===== config.mk =====
export PLATFORM = sky130hd
export DESIGN_NAME = des3_wb_sequencer
export DESIGN_NICKNAME = d
export VERILOG_FILES = /design/src/rtl/des3_seq_pkg.sv /design/src/rtl/des3_wb_access.sv /design/src/rtl/des3_wb_sequencer.sv
export SDC_FILE = /design/constraint.sdc
export NUM_CORES = 1
export LEC_CHECK = 0
export BUFFER_PORTS_ARGS = -buffer_cell sky130_fd_sc_hd__buf_2
export CORE_MARGIN = 10
export CORE_UTILIZATION = 29
export DETAILED_ROUTE_END_ITERATION = 10
export GPL_ROUTABILITY_DRIVEN = 1
export HOLD_SLACK_MARGIN = 0.03
export PLACE_DENSITY = 0.5
export SYNTH_ARGS = -nofsm -noshare
export SYNTH_HDL_FRONTEND = slang
export SYNTH_HIERARCHICAL = 1
export SYNTH_SLANG_ARGS = --single-unit
export TNS_END_PERCENT = 30

===== constraint.sdc =====
create_clock -name wb_clk_i -period 15.36 [get_ports wb_clk_i]
set_input_delay 2.304 -clock wb_clk_i [delete_from_list [all_inputs] [get_ports wb_clk_i]]
set_output_delay 2.304 -clock wb_clk_i [all_outputs]
set_load 0.1 [all_outputs]

===== src/rtl/des3_seq_pkg.sv =====
// Shared types and default register map for the DES3 wishbone sequencer.
package des3_seq_pkg;

    typedef enum logic [3:0] {
        StIdle,
        StKeyWr,
        StDataWr,
        StModeWr,
        StStartSet,
        StStartClr,
        StPoll,
        StRd,
        StOut
    } seq_state_e;

    localparam int unsigned KEY_WORDS = 6;
    localparam int unsigned BLK_WORDS = 2;

    localparam int unsigned DEF_KEY_BASE   = 'h00;
    localparam int unsigned DEF_PT_BASE    = 'h18;
    localparam int unsigned DEF_MODE_ADDR  = 'h20;
    localparam int unsigned DEF_START_ADDR = 'h24;
    localparam int unsigned DEF_DONE_ADDR  = 'h28;
    localparam int unsigned DEF_CT_BASE    = 'h2C;
    localparam int unsigned DEF_POLL_MAX   = 64;

endpackage


===== src/rtl/des3_wb_access.sv =====
// One wishbone classic single access per req; done pulses combinationally on the ack cycle so
// the sequencer can present the next request while the bus is in its mandatory idle cycle.
module des3_wb_access #(
    parameter int unsigned ADDR_WIDTH = 32
) (
    input  logic                  clk,
    input  logic                  rst,
    input  logic                  req,
    input  logic                  we,
    input  logic [ADDR_WIDTH-1:0] adr,
    input  logic [31:0]           wdat,
    output logic                  done,
    output logic [31:0]           rdat,
    output logic [ADDR_WIDTH-1:0] wbm_adr_o,
    output logic [31:0]           wbm_dat_o,
    output logic [3:0]            wbm_sel_o,
    output logic                  wbm_we_o,
    output logic                  wbm_cyc_o,
    output logic                  wbm_stb_o,
    input  logic [31:0]           wbm_dat_i,
    input  logic                  wbm_ack_i
);

    logic                  cyc_q;
    logic                  we_q;
    logic [ADDR_WIDTH-1:0] adr_q;
    logic [31:0]           dat_q;

    // A request is only taken while the bus is idle, which enforces the gap after each ack.
    always_ff @(posedge clk or posedge rst) begin
        if (rst) begin
            cyc_q <= 1'b0;
            we_q  <= 1'b0;
            adr_q <= '0;
            dat_q <= '0;
        end else if (cyc_q) begin
            if (wbm_ack_i) begin
                cyc_q <= 1'b0;
            end
        end else if (req) begin
            cyc_q <= 1'b1;
            we_q  <= we;
            adr_q <= adr;
            dat_q <= wdat;
        end
    end

    assign done      = cyc_q & wbm_ack_i;
    assign rdat      = wbm_dat_i;
    assign wbm_adr_o = adr_q;
    assign wbm_dat_o = dat_q;
    assign wbm_we_o  = we_q;
    assign wbm_cyc_o = cyc_q;
    assign wbm_stb_o = cyc_q;
    assign wbm_sel_o = {4{cyc_q}};

endmodule


===== src/rtl/des3_wb_sequencer.sv =====
// Streams 64-bit blocks through a DES3 wishbone slave: lazy key reload, data/mode writes,
// start pulse, bounded done polling and result readback.
module des3_wb_sequencer
    import des3_seq_pkg::*;
#(
    parameter int unsigned ADDR_WIDTH = 32,
    parameter int unsigned KEY_BASE   = DEF_KEY_BASE,
    parameter int unsigned PT_BASE    = DEF_PT_BASE,
    parameter int unsigned MODE_ADDR  = DEF_MODE_ADDR,
    parameter int unsigned START_ADDR = DEF_START_ADDR,
    parameter int unsigned DONE_ADDR  = DEF_DONE_ADDR,
    parameter int unsigned CT_BASE    = DEF_CT_BASE,
    parameter int unsigned POLL_MAX   = DEF_POLL_MAX
) (
    input  logic                  wb_clk_i,
    input  logic                  wb_rst_i,
    input  logic [191:0]          key_i,
    input  logic                  key_load_i,
    input  logic                  in_valid_i,
    output logic                  in_ready_o,
    input  logic [63:0]           in_data_i,
    input  logic                  in_decrypt_i,
    output logic                  out_valid_o,
    input  logic                  out_ready_i,
    output logic [63:0]           out_data_o,
    output logic                  err_o,
    output logic                  busy_o,
    output logic [ADDR_WIDTH-1:0] wbm_adr_o,
    output logic [31:0]           wbm_dat_o,
    output logic [3:0]            wbm_sel_o,
    output logic                  wbm_we_o,
    output logic                  wbm_cyc_o,
    output logic                  wbm_stb_o,
    input  logic [31:0]           wbm_dat_i,
    input  logic                  wbm_ack_i
);

    localparam int unsigned PW = $clog2(POLL_MAX + 1);

    seq_state_e state_q, state_d;
    logic [2:0]    idx_q, idx_d;
    logic [PW-1:0] poll_q, poll_d;
    logic [191:0]  key_q;
    logic          key_dirty_q, key_valid_q;
    logic [BLK_WORDS-1:0][31:0] data_q, res_q;
    logic          dec_q;
    logic          err_q;

    logic                  req, acc_we, acc_done;
    logic [ADDR_WIDTH-1:0] acc_adr;
    logic [31:0]           acc_wdat, acc_rdat;
    logic                  accept, clr_dirty, timeout;

    logic [KEY_WORDS-1:0][31:0] key_words;
    assign key_words = key_q;

    function automatic logic [ADDR_WIDTH-1:0] word_adr(input int unsigned base,
                                                       input logic [2:0] idx);
        return ADDR_WIDTH'(base + {27'd0, idx, 2'b00});
    endfunction

    always_comb begin
        state_d   = state_q;
        idx_d     = idx_q;
        poll_d    = poll_q;
        req       = 1'b0;
        acc_we    = 1'b1;
        acc_adr   = '0;
        acc_wdat  = '0;
        accept    = 1'b0;
        clr_dirty = 1'b0;
        timeout   = 1'b0;
        unique case (state_q)
            StIdle: begin
                if (key_dirty_q) begin
                    state_d   = StKeyWr;
                    idx_d     = '0;
                    clr_dirty = 1'b1;
                end else if (in_valid_i && in_ready_o) begin
                    state_d = StDataWr;
                    idx_d   = '0;
                    accept  = 1'b1;
                end
            end
            StKeyWr: begin
                req      = 1'b1;
                acc_adr  = word_adr(KEY_BASE, idx_q);
                acc_wdat = key_words[3'(KEY_WORDS - 1) - idx_q];
                if (acc_done) begin
                    idx_d = idx_q + 3'd1;
                    if (idx_q == 3'(KEY_WORDS - 1)) state_d = StIdle;
                end
            end
            StDataWr: begin
                req      = 1'b1;
                acc_adr  = word_adr(PT_BASE, idx_q);
                acc_wdat = data_q[~idx_q[0]];
                if (acc_done) begin
                    idx_d = idx_q + 3'd1;
                    if (idx_q == 3'(BLK_WORDS - 1)) state_d = StModeWr;
                end
            end
            StModeWr: begin
                req      = 1'b1;
                acc_adr  = ADDR_WIDTH'(MODE_ADDR);
                acc_wdat = {31'd0, dec_q};
                if (acc_done) state_d = StStartSet;
            end
            StStartSet: begin
                req      = 1'b1;
                acc_adr  = ADDR_WIDTH'(START_ADDR);
                acc_wdat = 32'd1;
                if (acc_done) state_d = StStartClr;
            end
            StStartClr: begin
                req     = 1'b1;
                acc_adr = ADDR_WIDTH'(START_ADDR);
                if (acc_done) begin
                    state_d = StPoll;
                    poll_d  = '0;
                end
            end
            StPoll: begin
                req     = 1'b1;
                acc_we  = 1'b0;
                acc_adr = ADDR_WIDTH'(DONE_ADDR);
                if (acc_done) begin
                    if (acc_rdat[0]) begin
                        state_d = StRd;
                        idx_d   = '0;
                    end else if (poll_q == PW'(POLL_MAX - 1)) begin
                        state_d = StIdle;
                        timeout = 1'b1;
                    end else begin
                        poll_d = poll_q + 1'b1;
                    end
                end
            end
            StRd: begin
                req     = 1'b1;
                acc_we  = 1'b0;
                acc_adr = word_adr(CT_BASE, idx_q);
                if (acc_done) begin
                    idx_d = idx_q + 3'd1;
                    if (idx_q == 3'(BLK_WORDS - 1)) state_d = StOut;
                end
            end
            StOut: begin
                if (out_ready_i) state_d = StIdle;
            end
            default: state_d = StIdle;
        endcase
    end

    always_ff @(posedge wb_clk_i or posedge wb_rst_i) begin
        if (wb_rst_i) begin
            state_q     <= StIdle;
            idx_q       <= '0;
            poll_q      <= '0;
            key_q       <= '0;
            key_dirty_q <= 1'b0;
            key_valid_q <= 1'b0;
            data_q      <= '0;
            res_q       <= '0;
            dec_q       <= 1'b0;
            err_q       <= 1'b0;
        end else begin
            state_q <= state_d;
            idx_q   <= idx_d;
            poll_q  <= poll_d;
            err_q   <= timeout;
            // A fresh load wins over the clear so a key arriving on KEY_WR entry is not lost.
            if (key_load_i) begin
                key_q       <= key_i;
                key_dirty_q <= 1'b1;
                key_valid_q <= 1'b1;
            end else if (clr_dirty) begin
                key_dirty_q <= 1'b0;
            end
            if (accept) begin
                data_q <= in_data_i;
                dec_q  <= in_decrypt_i;
            end
            if (state_q == StRd && acc_done) res_q[~idx_q[0]] <= acc_rdat;
        end
    end

    assign in_ready_o  = (state_q == StIdle) & key_valid_q & ~key_dirty_q;
    assign out_valid_o = (state_q == StOut);
    assign out_data_o  = res_q;
    assign busy_o      = (state_q != StIdle);
    assign err_o       = err_q;

    des3_wb_access #(
        .ADDR_WIDTH (ADDR_WIDTH)
    ) u_access (
        .clk       (wb_clk_i),
        .rst       (wb_rst_i),
        .req       (req),
        .we        (acc_we),
        .adr       (acc_adr),
        .wdat      (acc_wdat),
        .done      (acc_done),
        .rdat      (acc_rdat),
        .wbm_adr_o (wbm_adr_o),
        .wbm_dat_o (wbm_dat_o),
        .wbm_sel_o (wbm_sel_o),
        .wbm_we_o  (wbm_we_o),
        .wbm_cyc_o (wbm_cyc_o),
        .wbm_stb_o (wbm_stb_o),
        .wbm_dat_i (wbm_dat_i),
        .wbm_ack_i (wbm_ack_i)
    );

endmodule


==> flow_summary.json <==
{
  "dp.cells": 2399,
  "critPathLaunchType": "flop",
  "drtIter0Drc": 587,
  "start_util_pct": 29.4,
  "nFillCells": 6075,
  "io_pins": 434,
  "syn_area_per_cell_um2": 15.1,
  "switchingPower_mw": 2.47,
  "grt_max_degree": 163,
  "synth_top_area_share_pct": 55.5,
  "synthArstFlopShare_pct": 100,
  "grt_first_pass_wirelength_mm": 82.2,
  "maxSlewHeadroom_pct": 33.3,
  "yosysWarnings": 6,
  "worstPathArrival_ns": 2.78,
  "clk_pin_slew_ns": 0.06,
  "synthTopCellsByCount": "404 x dfrtp_1, 280 x mux2_2, 95 x mux2_1",
  "synth_area_leaders": "dfrtp_1 55%, mux2_2 17%, mux2_1 5.9%",
  "fin_cells": 2492,
  "clk_latency_ns": 0.58,
  "clockRootBuffer": "clkbuf_16",
  "nNetsFinal": 1915,
  "synth_compound_gate_area_share_pct": 3.64,
  "p_sw_share_pct": 48.1,
  "crit_family": "simple AND/OR/NAND/NOR gates",
  "outcome": "finished, final reports clean",
  "fin_crit_ns": 5.08,
  "synth_xor_area_share_pct": 0.0961,
  "min_path_type": "flop to flop",
  "post_cts_resized": 0,
  "ys_ff_latch": 404,
  "min_path_cells": 1,
  "ant_nets": 0,
  "antenna_found_initial": 26,
  "comb_power_share_pct": 49.0,
  "avgViaCountPerCell": 4.59,
  "core-area_um2": 61900,
  "multi_input_area_um2": 7440,
  "setup_ws_ns": 10.28,
  "synth.area.mux_share_pct": 33.2,
  "port_buffers": 433,
  "cap_violations": 0,
  "synth.yosys.seq_area_share_pct": 55.5,
  "p_seq_share_pct": 30.0,
  "yosys.area_share.simple_pct": 2.62,
  "crit_cells": 3,
  "clock-sinks": 404,
  "end_kind": "output port",
  "seqCellArea_um2": 10100,
  "setup_viol": 0,
  "dp_hpwl_mm": 39.9,
  "htree_levels": 2,
  "syn_inst": 1208,
  "tns_ns": 0,
  "place_ws_ns": 10.41,
  "max_stage_delay_ns": 0.75,
  "routed_wl_mm": 54.6,
  "dieArea_um2": 73300,
  "synth_top_family_by_area": "multiplexers",
  "fmax_mhz": 197,
  "vias": 11428,
  "grt_pass1_vias": 12742,
  "wl_per_cell_um": 21.9,
  "dieHeight_um": 271,
  "synth_top_area_cell": "dfrtp_1",
  "power.leakage_nw": 10.5,
  "track_usage_pct": 14.6,
  "cts_buffers": 48,
  "p_int_mw": 2.67,
  "route.detailed.drc": 0,
  "synth_flop_cell": "dfrtp_1",
  "rsz0062_at_grt": "no",
  "crit_chain": "or4_1 > nor3b_1 > buf_2",
  "tightest_slew_ns": 1.00,
  "yosysMostFrequentCell": "dfrtp_1",
  "rr_worst_depth": 6,
  "dr.pass1.iters": 4,
  "hold_buffers": 0,
  "hold_viol": 0,
  "crit_slowest_cell": "or4_1",
  "critPathMaxFanout": 20,
  "drive_above_1_share_pct": 54.7,
  "synthDistinctLibCells": 59,
  "post-cts-setup-buffers": 0,
  "gp_congestion": 0.748,
  "grt_remaining_overflow": 0,
  "cts_tree": "yes",
  "hp-start": "out_data_o[35]$_DFFE_PP0P_",
  "report.final.slew_viol_count": 0,
  "clock_skew_ns": 0.0219,
  "finalCritPeriodShare_pct": 33.1,
  "crit_buf_inv": 1,
  "syn_area_um2": 18200,
  "power.density_nw_per_um2": 229,
  "vdd_drop_max_mv": 0.143,
  "critPathKind": "flop to output port",
  "syn_to_final_growth_pct": 23.2,
  "power_mw": 5.13,
  "timing.rr.start": "idx_q[0]$_DFFE_PP0P_",
  "crit_required_ns": 13.06,
  "synth-edff-count": 0,
  "rows": 91,
  "synth_fa_ha_area_share_pct": 0.549,
  "clkPwrFrac_pct": 21.0,
  "die_width_um": 271,
  "critical_path.startpoint": "state_q[0]$_DFFE_PP0P_",
  "cts.path.max_buffers": 3
}
-- metal layers --
layer	global-route usage, %	vias up	share of wire [%]
li1	-	5191	-
met1	15.9	5789	38
met2	26.1	315	51
met3	6.02	95	8.5
met4	3.31	38	1.6
met5	0	-	0.45
-- cells by family (layout without fill, tap and decap cells) --
logic type | Yosys count | after routing
buf+inv | 130 | 542
simple gates | 75 | 75
xor+xnor | 2 | 2
fa+ha+maj | 8 | 8
mux | 493 | 493
other cells | 1 | 36
compound gates | 95 | 95
flops | 404 | 404
-- layout by cell type (no fill, tap or decap), types with 8 or more instances in the layout --
cell type / n
mux2i_1: 36
mux2_2: 280
o22ai_1: 33
clkbuf_1: 13
clkinv_2: 8
buf_4: 14
mux2_4: 50
mux2_1: 95
conb_1: 27
mux4_2: 32
buf_2: 432
clkbuf_16: 48
nor2_1: 13
clkbuf_8: 11
dfrtp_1: 402
ha_1: 8
a22oi_1: 33
nand2_1: 11
diode_2: 9
-- registers in the layout (all words and copies together), names as in the netlist --
signal / flops
poll_q: 7
err_o: 1
out_data_o: 64
state_q: 4
u_access/wbm_cyc_o: 1
data_q: 64
u_access/wbm_dat_o: 32
u_access/wbm_adr_o: 32
u_access/wbm_we_o: 1
dec_q: 1
key_dirty_q: 1
key_q: 192
key_valid_q: 1
idx_q: 3
-- worst paths after layout --
kind | endpoint | slack [ns]
min reg2reg | out_data_o[35]$_DFFE_PP0P_ | 0.48
min | out_data_o[35]$_DFFE_PP0P_ | 0.48
max | in_ready_o | 10.28
min in group asynchronous | key_q[63]$_DFFE_PP0P_ | 1.84
max in group asynchronous | key_q[39]$_DFFE_PP0P_ | 11.92
max reg2reg | u_access/wbm_dat_o[21]$_DFFE_PP0P_ | 11.80
-- per-stage QoR --
step | cell area (um^2) | utilization (%) | hold WS [ns]
floorplan | 18300 | - | 0.450
global placement | 20900 | 33.8 | 0.465
detailed placement | 20900 | 33.8 | 0.469
CTS | 22400 | 36.2 | 0.482
global route | 22400 | 36.2 | 0.493
finish | 22500 | 36.3 | 0.478
-- layout make-up --
class | instances | area share [%]
Sequential cell | 404 | 45.0
Multi-Input combinational cell | 700 | 33.1
Timing Repair Buffer | 448 | 10.2
Clock buffer | 71 | 6.18
Tap cell | 837 | 4.66
Clock inverter | 13 | 0.468
Inverter | 10 | 0.206
Antenna cell | 9 | 0.100
-- power by group through the flow --
stage | clock network, mW | registers (mW) | logic, mW
after CTS | 1.13 | 1.54 | 2.58
after global routing | 1.17 | 1.58 | 2.64
after global placement | 0 | 1.55 | 2.56
final | 1.08 | 1.54 | 2.52
after detailed placement | 0 | 1.56 | 2.58
after floorplan | 0 | 2.56 | 1.02
Note: power is estimated with default switching activity, not from simulation.
